File: src/rtl/reg_file_pkg.sv
// rtl/reg_file_pkg.sv - shared register file / rename constants
package reg_file_pkg;

    localparam int REG_NUM    = 32;
    localparam int ROB_ID_W   = 5;
    localparam int DATA_W     = 32;
    localparam int REG_ADDR_W = 5;

    localparam logic [ROB_ID_W-1:0] TAG_NONE = '0;

endpackage

File: src/rtl/reg_read_port.sv
// rtl/reg_read_port.sv - one source-operand read port: x0 forcing and commit bypass
module reg_read_port
    import reg_file_pkg::*;
#(
    parameter int ROB_ID_W_P = ROB_ID_W
) (
    input  logic [REG_ADDR_W-1:0] rs,
    input  logic [ROB_ID_W_P-1:0] tag_rs,
    input  logic [DATA_W-1:0]     value_rs,
    input  logic                  commit_flag,
    input  logic [REG_ADDR_W-1:0] rd_from_rob,
    input  logic [ROB_ID_W_P-1:0] Q_from_rob,
    input  logic [DATA_W-1:0]     V_from_rob,
    output logic [ROB_ID_W_P-1:0] q,
    output logic [DATA_W-1:0]     v
);

    logic is_x0;
    logic bypass;

    always_comb begin
        is_x0  = (rs == '0);
        // The retiring producer is exactly the one this source waits on.
        bypass = commit_flag && (rd_from_rob == rs) && (rd_from_rob != '0)
                 && (tag_rs == Q_from_rob);
        q = tag_rs;
        v = value_rs;
        if (is_x0) begin
            q = '0;
            v = '0;
        end else if (bypass) begin
            q = '0;
            v = V_from_rob;
        end
    end

endmodule

File: src/rtl/reg_file.sv
// rtl/reg_file.sv - architectural register file with rename tags and commit bypass
module reg_file
    import reg_file_pkg::*;
#(
    parameter int REG_NUM  = reg_file_pkg::REG_NUM,
    parameter int ROB_ID_W = reg_file_pkg::ROB_ID_W
) (
    input  logic                  clk_in,
    input  logic                  rst_in,
    input  logic                  rdy_in,
    input  logic                  rollback_flag,
    input  logic                  commit_flag,
    input  logic [REG_ADDR_W-1:0] rd_from_rob,
    input  logic [ROB_ID_W-1:0]   Q_from_rob,
    input  logic [DATA_W-1:0]     V_from_rob,
    input  logic [REG_ADDR_W-1:0] rs1_from_dispatcher,
    input  logic [REG_ADDR_W-1:0] rs2_from_dispatcher,
    input  logic                  rename_en_from_dispatcher,
    input  logic [REG_ADDR_W-1:0] rd_from_dispatcher,
    input  logic [ROB_ID_W-1:0]   rob_id_from_dispatcher,
    output logic [ROB_ID_W-1:0]   Q1_to_dispatcher,
    output logic [DATA_W-1:0]     V1_to_dispatcher,
    output logic [ROB_ID_W-1:0]   Q2_to_dispatcher,
    output logic [DATA_W-1:0]     V2_to_dispatcher
);

    logic [DATA_W-1:0]   value_q [REG_NUM];
    logic [ROB_ID_W-1:0] tag_q   [REG_NUM];

    logic commit_wr;
    logic commit_clr;
    logic rename_wr;

    always_comb begin
        commit_wr  = commit_flag && (rd_from_rob != '0);
        commit_clr = commit_wr && (tag_q[rd_from_rob] == Q_from_rob);
        rename_wr  = rename_en_from_dispatcher && (rd_from_dispatcher != '0);
    end

    always_ff @(posedge clk_in or posedge rst_in) begin
        if (rst_in) begin
            for (int i = 0; i < REG_NUM; i++) begin
                value_q[i] <= '0;
                tag_q[i]   <= '0;
            end
        end else if (rdy_in) begin
            if (commit_wr) begin
                value_q[rd_from_rob] <= V_from_rob;
            end
            if (rollback_flag) begin
                for (int i = 0; i < REG_NUM; i++) begin
                    tag_q[i] <= '0;
                end
            end else begin
                if (commit_clr) begin
                    tag_q[rd_from_rob] <= '0;
                end
                // Ordered after the commit clear so a same-register rename keeps the new tag.
                if (rename_wr) begin
                    tag_q[rd_from_dispatcher] <= rob_id_from_dispatcher;
                end
            end
        end
    end

    reg_read_port #(.ROB_ID_W_P(ROB_ID_W)) u_port1 (
        .rs          (rs1_from_dispatcher),
        .tag_rs      (tag_q[rs1_from_dispatcher]),
        .value_rs    (value_q[rs1_from_dispatcher]),
        .commit_flag (commit_flag),
        .rd_from_rob (rd_from_rob),
        .Q_from_rob  (Q_from_rob),
        .V_from_rob  (V_from_rob),
        .q           (Q1_to_dispatcher),
        .v           (V1_to_dispatcher)
    );

    reg_read_port #(.ROB_ID_W_P(ROB_ID_W)) u_port2 (
        .rs          (rs2_from_dispatcher),
        .tag_rs      (tag_q[rs2_from_dispatcher]),
        .value_rs    (value_q[rs2_from_dispatcher]),
        .commit_flag (commit_flag),
        .rd_from_rob (rd_from_rob),
        .Q_from_rob  (Q_from_rob),
        .V_from_rob  (V_from_rob),
        .q           (Q2_to_dispatcher),
        .v           (V2_to_dispatcher)
    );

endmodule

File: config.mk
export PLATFORM = sky130hd
export DESIGN_NAME = reg_file
export DESIGN_NICKNAME = d
export VERILOG_FILES = /design/src/rtl/reg_file_pkg.sv /design/src/rtl/reg_read_port.sv /design/src/rtl/reg_file.sv
export SDC_FILE = /design/constraint.sdc
export NUM_CORES = 2
export LEC_CHECK = 0
export BUFFER_PORTS_ARGS = -buffer_cell sky130_fd_sc_hd__buf_2
export CORE_UTILIZATION = 40
export CTS_CLUSTER_DIAMETER = 30
export DETAILED_ROUTE_END_ITERATION = 8
export PLACE_DENSITY = 0.67
export SETUP_SLACK_MARGIN = 0.3
export SYNTH_ARGS = -nofsm -noshare
export SYNTH_HDL_FRONTEND = slang
export SYNTH_SLANG_ARGS = --single-unit
File: constraint.sdc
create_clock -name clk_in -period 42.1 [get_ports clk_in]
set_input_delay 4.21 -clock clk_in [delete_from_list [all_inputs] [get_ports clk_in]]
set_output_delay 4.21 -clock clk_in [all_outputs]
set_load 0.005 [all_outputs]
==> summary.md <==
| Metric | Value |
|---|---|
| Status | completed |
| Vias in the first global route | 47400 |
| Post-Syn Nets | 4679 |
| CTS tree | built |
| Clock Path Buffers | 4 |
| Drt pass-1 iters | 8 |
| Peak VDD IR | 0.0322 mV |
| Synth async-reset ratio | 1.00 |
| Netlist cell types | 56 |
| Die Span Y | 414 um |
| Root buffer cell | clkbuf_16 |
| Final Skew | 0.0565 ns |
| # H-tree levels | 5 |
| Crit path top cell by count | buf_4 |
| First-pass GRT wire length | 322000 um |
| Commonest cells after routing, fill and taps aside | dfrtp_1 (1184), mux2_2 (992), mux4_2 (737), clkbuf_16 (298), a22oi_1 (186) |
| Net count, final | 4661 |
| Crit path max fanout | 68 |
| Synth area leader | dfrtp_1 |
| Core area | 0.168 mm^2 |
| Startpoint Class | input pin |
| Pleak | 33.9 nW |
| Ys Warns | 0 |
| WP data required | 37.89 ns |
| GPL Wtd Cong | 0.956 |
| WL final | 216000 um |
| Top FF cell, synth | dfrtp_1 |
| Die width | 414 um |
| DR iter-0 viols | 5037 |
| Initial antenna violation count | 11 |
| Worst setup path class | input pin to output port |
| Total global-route track usage | 0.255 |
| Top cell type's share of synthesized area | 0.437 |
| Post-Syn Instances | 4611 |
| DRC violations left | 0 |
| Vias | 45800 |
| CP Data Arrival Time | 8.98 ns |
| Pin count of the biggest net entering global routing | 169 |
| Leading cell type in the layout, fill and taps excluded | dfrtp_1 |
| Post-CTS resize count | 0 |
| Crit. End Element | output port |
| Slowest stage cell, crit path | buf_4 |
| DR WL/cell | 30.8 um |
| Final-report hold violation count | 0 |
| Worst-skew pair later-pin latency | 0.88 ns |
| Sum of buffers and inverters on the critical path | 5 |
| Pwr/cell area | 53.3 mW/mm^2 |
| Synth Register Bits | 1184 |
| Postcts setup bufs | 0 |
| GRT overflow | 0 |
| Minimum clock period after layout | 13.19 ns |
| Post-CTS Hold Buffers | 0 |
| Post-synth EDFFs | 0 |
| CP top delay family | buffers and inverters |
| Io pins | 142 |
| ANT nets after route | 0 |
| Via/cell ratio | 6.53 |
| Unrepaired setup endpoints after global routing | false |
| Area delta synth->final | 17.6% |
| I/O Buffers | 141 |
| Worst slew margin | 0.170 |
| Fmax | 75.8 MHz |
| Total chip power | 0.00426 W |
| Post-DP HPWL | 115000 um |
| CTS buffer count | 287 |
| Final setup vio count | 0 |
| Syn Std Cell Area | 0.0678 mm^2 |
| CP max stage delay | 0.72 ns |
| Seq/Total Area, Yosys | 0.437 |
| Filler cells | 14200 |
| Fraction of layout cells with a size suffix above 1 | 0.548 |
| Clock Sinks | 1184 |
| Crit-path cells | buf_8 -> buf_4 -> mux4_4 -> mux4_2 -> mux2i_4 -> xor2_1 -> o2111ai_1 -> nor4_4 -> buf_4 -> buf_4 -> mux2i_1 -> buf_2 |
| Synth area leaders | dfrtp_1 (44%), mux4_2 (24%), mux2_2 (16%), a22oi_1 (2.1%), or3b_2 (2.0%) |
| Fin. max-slew vios | 0 |
| Die area | 0.171 mm^2 |
| Avg Inst Size Synth | 14.7 um^2 |
| CTS clk-pin slew, worst paths | 0.04 ns |
| Part of the cycle the worst path needs | 0.313 |
| Setup tns final | 0 ns |
| Hold Crit Class | register to register |
| # Max-Cap Violations | 0 |
| Starting Density | 0.404 |
| Site row count | 150 |
| Worst-margin pin slew | 1.25 ns |
[final timing paths]
check / startpoint / end / slack (ns) / cells after the start
setup / recovery: rs1_from_dispatcher[0] / V1_to_dispatcher[25] / 28.91 / 12
hold / removal: value_q[1002] / value_q[1002] / 0.39 / 0
setup reg to reg: tag_q[0] / tag_q[141] / 38.25 / 7
hold reg to reg: value_q[1002] / value_q[1002] / 0.39 / 0
max in group asynchronous: rst_in / value_q[266] / 35.16 / 5
min in group asynchronous: rst_in / tag_q[4] / 3.59 / 2
[sequential cells by signal, indices dropped and copies added, names as in the netlist]
signal / cells
value_q: 1024
tag_q: 160
[Yosys cell counts, types with 8 or more instances]
cell      number
nor2_1        98
mux4_2       737
xnor2_1       12
nand2_1       91
a22oi_1      186
buf_6         11
and2_1         8
buf_1         43
nand4_1       11
nor3_1        49
o21ai_0      159
clkbuf_1     322
o211ai_1      65
mux4_1        12
or3b_2       156
mux2i_1      107
or2b_1        19
buf_2        127
mux2_2       992
nand2b_1      54
buf_4         12
dfrtp_1     1184
nand3_1       45
nor2b_1       15
[kinds of logic (layout without fill, tap and decap cells)]
family | count (synthesis) | after routing | share of synthesized area
buffers and inverters | 534 | 725 | 0.0354
flip-flops | 1184 | 1184 | 0.437
other | 0 | 1 | 0
multiplexers | 1850 | 1850 | 0.430
XOR/XNOR | 19 | 19 | 0.00245
AO/OA/AOI/OAI | 434 | 434 | 0.0424
AND/OR/NAND/NOR | 590 | 590 | 0.0526
[layer usage]
layer,up-vias,wire [um],global-route usage,part of all wire
met3,640,18700,0.0602,0.087
met5,-,103,0,0.00048
met4,16,11300,0.128,0.052
li1,18100,-,-,-
met1,24600,83300,0.332,0.39
met2,2380,103000,0.399,0.47
[report_power, final]
| part | leakage [nW] | internal [W] | total, W | switching [W] |
|---|---|---|---|---|
| clock | 4.83 | 0.00157 | 0.00226 | 0.000690 |
| combinational | 13.3 | 0.000331 | 0.000573 | 0.000242 |
| sequential | 15.8 | 0.00129 | 0.00142 | 0.000128 |
[stage by stage]
step                hold WS [ns]  instance area (um^2)  setup slack (ns)  std cells  utilization
finish                     0.391                 79800             28.91       7007        0.476
global route               0.405                 79800             28.72       7007        0.476
CTS                        0.392                 79800             28.93       7006        0.476
detailed placement         0.383                 69900             28.94       6508        0.417
global placement           0.376                 69900             28.92       6508        0.417
floorplan                  0.441                 67800              4.54       4611            -
[cell type report]
type	count	area (um^2)	area share
multi-input cells	2893	36100	0.452
diodes	1	2.50	0.0000314
clock buffers	368	8170	0.102
clock inverters	130	1720	0.0215
well taps	2204	2760	0.0345
repair buffers	222	1440	0.0181
flip-flops and latches	1184	29600	0.371
inverters	5	28.8	0.000361
Note: power is estimated with default switching activity, not from simulation.
